### config.mk
export PLATFORM = sky130hd
export DESIGN_NAME = ten_gig_tx_arbiter
export DESIGN_NICKNAME = d
export VERILOG_FILES = /design/src/rtl/ten_gig_tx_arbiter.sv
export SDC_FILE = /design/constraint.sdc
export NUM_CORES = 1
export LEC_CHECK = 0
export ABC_AREA = 1
export CAP_MARGIN = 20
export CORE_AREA = 2 2 126 128
export DETAILED_ROUTE_END_ITERATION = 12
export DIE_AREA = 0 0 128 130
export PLACE_DENSITY = 0.53
export SKIP_CTS_REPAIR_TIMING = 1
export SLEW_MARGIN = 30
export SYNTH_ARGS = -nofsm -noshare
export SYNTH_HDL_FRONTEND = slang
export SYNTH_SLANG_ARGS = --single-unit
export TNS_END_PERCENT = 100
### constraint.sdc
create_clock -name i_clk -period 1.2 [get_ports i_clk]
set_input_delay 0.24 -clock i_clk [delete_from_list [all_inputs] [get_ports i_clk]]
set_output_delay 0.24 -clock i_clk [all_outputs]
set_load 0.03 [all_outputs]
### src/rtl/ten_gig_tx_arbiter.sv
// Two-requester AXI-Stream frame arbiter feeding a 10G MAC TX port, with a configurable idle gap between frames.
// Optional build macro TEN_GIG_TX_ARB_STRICT_PRIO_EN gives requester 0 fixed priority in place of round robin.
module ten_gig_tx_arbiter #(
    parameter int unsigned P_GAP_CYCLES = 1
) (
    input  logic        i_clk,
    input  logic        i_rst,
    input  logic [63:0] s0_axis_tdata,
    input  logic [31:0] s0_axis_tuser,
    input  logic [7:0]  s0_axis_tkeep,
    input  logic        s0_axis_tlast,
    input  logic        s0_axis_tvalid,
    output logic        s0_axis_tready,
    input  logic [63:0] s1_axis_tdata,
    input  logic [31:0] s1_axis_tuser,
    input  logic [7:0]  s1_axis_tkeep,
    input  logic        s1_axis_tlast,
    input  logic        s1_axis_tvalid,
    output logic        s1_axis_tready,
    output logic [63:0] m_axis_tdata,
    output logic [31:0] m_axis_tuser,
    output logic [7:0]  m_axis_tkeep,
    output logic        m_axis_tlast,
    output logic        m_axis_tvalid,
    input  logic        m_axis_tready,
    output logic [1:0]  o_grant
);

    typedef enum logic [1:0] {
        IDLE = 2'd0,
        SEND = 2'd1,
        GAP  = 2'd2
    } state_t;

    // Final value of the gap counter before returning to IDLE.
    localparam logic [3:0] GAP_LAST = (P_GAP_CYCLES == 0) ? 4'd0 : 4'(P_GAP_CYCLES - 1);

    state_t     state_q, state_d;
    logic       sel_q, sel_d;
    logic       last_q, last_d;
    logic [3:0] gap_q, gap_d;

    logic       pick;
    logic       g_valid;
    logic       g_last;
    logic       send;

    always_ff @(posedge i_clk) begin
        if (i_rst) begin
            state_q <= IDLE;
            sel_q   <= 1'b0;
            last_q  <= 1'b1;
            gap_q   <= 4'd0;
        end else begin
            state_q <= state_d;
            sel_q   <= sel_d;
            last_q  <= last_d;
            gap_q   <= gap_d;
        end
    end

`ifdef TEN_GIG_TX_ARB_STRICT_PRIO_EN
    assign pick = ~s0_axis_tvalid;
`else
    // On contention serve whoever did not go last; otherwise the lone requester.
    assign pick = (s0_axis_tvalid & s1_axis_tvalid) ? ~last_q : s1_axis_tvalid;
`endif

    assign g_valid = sel_q ? s1_axis_tvalid : s0_axis_tvalid;
    assign g_last  = sel_q ? s1_axis_tlast  : s0_axis_tlast;

    always_comb begin
        state_d = state_q;
        sel_d   = sel_q;
        last_d  = last_q;
        gap_d   = gap_q;
        case (state_q)
            IDLE: begin
                if (s0_axis_tvalid | s1_axis_tvalid) begin
                    state_d = SEND;
                    sel_d   = pick;
                end
            end
            SEND: begin
                if (g_valid & m_axis_tready & g_last) begin
                    last_d  = sel_q;
                    gap_d   = 4'd0;
                    state_d = (P_GAP_CYCLES == 0) ? IDLE : GAP;
                end
            end
            GAP: begin
                if (gap_q == GAP_LAST) begin
                    state_d = IDLE;
                end else begin
                    gap_d = gap_q + 4'd1;
                end
            end
            default: state_d = IDLE;
        endcase
    end

    // Outputs are forced quiet while reset is asserted, even before the state register clears.
    assign send = (state_q == SEND) & ~i_rst;

    always_comb begin
        m_axis_tdata   = '0;
        m_axis_tuser   = '0;
        m_axis_tkeep   = '0;
        m_axis_tlast   = 1'b0;
        m_axis_tvalid  = 1'b0;
        s0_axis_tready = 1'b0;
        s1_axis_tready = 1'b0;
        o_grant        = 2'b00;
        if (send) begin
            if (sel_q) begin
                m_axis_tdata   = s1_axis_tdata;
                m_axis_tuser   = s1_axis_tuser;
                m_axis_tkeep   = s1_axis_tkeep;
                m_axis_tlast   = s1_axis_tlast;
                m_axis_tvalid  = s1_axis_tvalid;
                s1_axis_tready = m_axis_tready;
                o_grant        = 2'b10;
            end else begin
                m_axis_tdata   = s0_axis_tdata;
                m_axis_tuser   = s0_axis_tuser;
                m_axis_tkeep   = s0_axis_tkeep;
                m_axis_tlast   = s0_axis_tlast;
                m_axis_tvalid  = s0_axis_tvalid;
                s0_axis_tready = m_axis_tready;
                o_grant        = 2'b01;
            end
        end
    end

endmodule

* After elaboration in Yosys (flattened, before gate mapping) *
Cells that the tools add are included.

cells by class
  mux-type cells = 24
  reductions and logical operators = 7
  bitwise gates (word level) = 7
  equality and inequality tests = 6
  $add $sub $neg = 1

operators with widths
  kind                                                             number
  64-bit two-way mux                                               2
  32-bit two-way mux                                               2
  8-bit two-way mux                                                2
  2-bit two-way mux                                                5
  1-bit two-way mux                                                9
  4-bit two-way mux                                                2
  2-bit != test, second input constant                             4
  4-bit one-hot mux with 2 select lines                            1
  2-bit one-hot mux with 3 select lines                            1
  3-bit AND reduction                                              2
  4-bit by 1-bit adder with 4-bit output, second input constant    1
  1-bit bitwise AND                                                4
  4-bit zero test                                                  1
  2-bit AND reduction                                              2
  2-bit by 1-bit == test with 1-bit output, second input constant  1
  2-bit == test, second input constant                             1
  2-bit zero test                                                  1
  1-bit NOT                                                        2
  2-bit nonzero test                                               1
  1-bit OR                                                         1

word-level totals
  bits in registers = 8
  bits of input ports = 215

* Depth between registers and ports, before layout *
  word-level depth = 5
  mapped depth = 9
  depth with buffers taken out = 9

* Worst setup path after synthesis *
OpenSTA, ideal clock, no wires.

  path kind = register to output
  start point = register state_q[1]
  end point = output m_axis_tdata[53]
  arrival time = 1319 ps
  slack = -359 ps
  buffers on the path = 1
  required time = 960 ps
  cell stages (with the launch flop) = 8
  cell sequence = dfxtp_1 > inv_1 > nand2_1 > nor2_2 > nand2_2 > inv_2 > buf_2 > a22o_1

between the ends
  cells in the longest elaborated chain, start to end = 3

RTL lines
  element                                   line  RTL
  start, declared                           38    state_t state_q, state_d;
  start signal, assigned                    55    state_q <= state_d;
  2-bit by 1-bit == test with 1-bit output  103   assign send = (state_q == SEND) & ~i_rst;
  1-bit bitwise AND                         103
  64-bit two-way mux                        114   if (send) begin
  end, declared                             20    output logic [63:0] m_axis_tdata,

Every way passes these cells.

* Worst setup path after layout *
  start point = register state_q[1]
  end point = output m_axis_tdata[60]

Same word-level chain as after synthesis.

==> flow_summary.toml <==
[outcome]
status = "complete, but fails checks"
failed_checks = "negative setup slack"

[clock_network]
cts_buffer_depth = 2
cts_tree = "built"
clkLatencyLatePin_ns = 0.23
clkSlewWorstSetupHoldPaths_ns = 0.04
cts_root_buf = "clkbuf_16"
cts.sinks = 8
cts_max_level = 1
cts_inserted_buffers = 3

[die]
die_h_um = 130
row_count = 46
dieArea_um2 = 16640
io_pins = 325
dieWidth_um = 128
initial_core_util_pct = 10.23
core_area_um2 = 15420

[yosys]
synth.top_cell.area_share_pct = 57.73
synth_area_leaders = "a22o_1, dfxtp_1, buf_6, nand2_1, nor2_1"
syn-instance-count = 205
ys.warnings.count = 0
syn_area_um2 = 1578
synth_largest_area_cell = "a22o_1"
postSynthRegisterBits = 8
avgSynthCellArea_um2 = 7.696
yosysSeqAreaShare_pct = 10.15
synth.net_count = 422
ys_types = 17

[routing]
viasPerCell = 4.269
drc = 0
wirelength_mm = 14.74
vias = 3266
ant_nets = 0
dr.pass1.iters = 4
drt_iter0_drc = 81
wl_per_cell_um = 19.27

[final_layout]
mostFrequentLayoutCell = "clkdlybuf4s50_1"
syn_to_final_growth_pct = 336.7
fin_cells = 765
fin_nets = 792
utilization_pct = 44.67
antenna-diode-count = 0
drive_gt1_share_pct = 53.75
most-common-layout-cells = "clkdlybuf4s50_1, buf_6, a22o_4"

[placement]
hpwlAfterDp_mm = 11.80
dp.cells = 749
gp_congestion = 0.8325
place_ws_ns = -0.7682
port_buffers = 324

[pwr]
power_density_nw_per_um2 = 621.4
p_leak_nw = 3.157
ir_drop_v = 0.0005070

[global_routing]
grt.total_usage_pct = 14.11
grt_antenna_before_repair = 0
first_global_vias = 3235
grt_first_pass_wirelength_mm = 18.23
grt_overflow_total = 0
grt_max_degree = 44

[worst_setup_path]
r2r_end = "gap_q[0]"
crit_path_end = "m_axis_tdata[60]"
critPathTopFamily = "buffers and inverters"
cp_max_fo = 8
critPathKind = "reg2out"
path_depth = 9
slowest_delay_ns = 0.32
critPathLaunchType = "flip-flop"
cp-end-kind = "output pin"
crit_chain = "inv_2, nand2_4, nor2_4, nand2_4, clkinv_8, buf_12, clkbuf_16, a22o_4, buf_12"
cp_num_buf_inv = 5
ff2ff_path_depth = 10
r2r_start = "sel_q"
worstPathRequired_ns = 0.96
rrSetupSlack_ns = -0.06
critPathLaunch = "state_q[1]"
arrival_ns = 1.64
cp_slowest_cell = "dfxtp_2"

[timing]
max_slew_margin_pct = 86.66
fin_crit_sh_pct = 156.4
max_freq_mhz = 532.8
finalMaxSlewViolations = 0
setup_viol = 114
finalHoldViolCount = 0
fin_worst_skew_ns = 0.002121
fin_setup_tns_ns = -67.10
fin_ws_ns = -0.6768
timing.final.crit_period_ns = 1.877
tightest_slew_ns = 0.1988
rsz0062_at_grt = "yes"

[run]
drv_cap = 0

[hold_path]
hold_path_class = "in2reg"
hold_start = "i_rst"
worst register-to-register path, cell delays in order, from the launching register on:
cell and delay (ns):
dfxtp_4 0.35, inv_4 0.07, buf_6 0.11, buf_6 0.10, nand2_4 0.05, nand2_4 0.06, nand3_2 0.06, nand2_2 0.10
nand2_4 0.08, o21ai_2 0.12, inv_1 0.04
cells in the mapped netlist:
master and instances:
a21oi_1 7, a22o_1 104, buf_2 10, buf_6 12, dfxtp_1 8, ha_1 2, inv_1 13, inv_2 2
nand2_1 19, nand2_2 2, nand3_1 5, nand4_1 1, nor2_1 14, nor2_2 1, o211ai_1 1, o21ai_0 3
xnor2_1 1
where the power goes:
| group | internal (W) | leakage (nW) | switching (W) |
|---|---|---|---|
| Clock | 0.000430 | 0.0370 | 0.000136 |
| Sequential | 0.000304 | 0.0677 | 0.0000239 |
| Combinational | 0.00193 | 3.05 | 0.00145 |
kinds of logic (layout without fill, tap and decap cells):
| group | count (synthesis) | count (layout) | synth area share (%) |
|---|---|---|---|
| and+or+nand+nor | 42 | 42 | 11.02 |
| buffers and inverters | 37 | 405 | 15.31 |
| DFF | 8 | 8 | 10.15 |
| xor gates and xnor gates | 1 | 1 | 0.5552 |
| adders and majority gates | 2 | 2 | 1.586 |
| AOI/OAI and AO/OA | 115 | 115 | 61.38 |
flip-flops by register name, indices dropped and copies added (netlist names):
| register | cells |
|---|---|
| gap_q | 4 |
| last_q | 1 |
| sel_q | 1 |
| state_q | 2 |
worst min path at each step:
| stage | endpoint | cells after the start |
|---|---|---|
| floorplan | gap_q[2] | 1 |
| global placement | last_q | 2 |
| detailed placement | last_q | 2 |
| CTS | last_q | 2 |
| global route | state_q[0] | 3 |
| finish | state_q[0] | 3 |
area by class of cell:
cell class              instances  area [um^2]
clock buffers                   3        75.07
well taps                     192        240.2
repair buffers                387         4283
flip-flops and latches          8        168.9
fillers                      1438         8534
multi-input cells             160         2047
inverters                      15        76.32
metal layers:
metal / up-vias / global-route usage [%] / wire length (um) / part of all wire, %
met5: - / 0 / 0 / 0
met4: 0 / 1.164 / 65 / 0.44
met3: 5 / 3.157 / 1053 / 7.1
met2: 161 / 26.49 / 7809 / 53
met1: 1541 / 17.12 / 5810 / 39
li1: 1559 / - / - / -
metrics by stage:
step	area, um^2	hold WS [ns]	power (W)
3_5_place_dp	5889	0.4668	0.003230
5_1_grt	6890	0.4849	0.004469
3_3_place_gp	5889	0.4738	0.003210
6_report	6890	0.4522	0.004282
4_1_cts	5964	0.4881	0.003811
2_1_floorplan	2228	0.3091	0.001696
(Power assumes the default switching activity.)
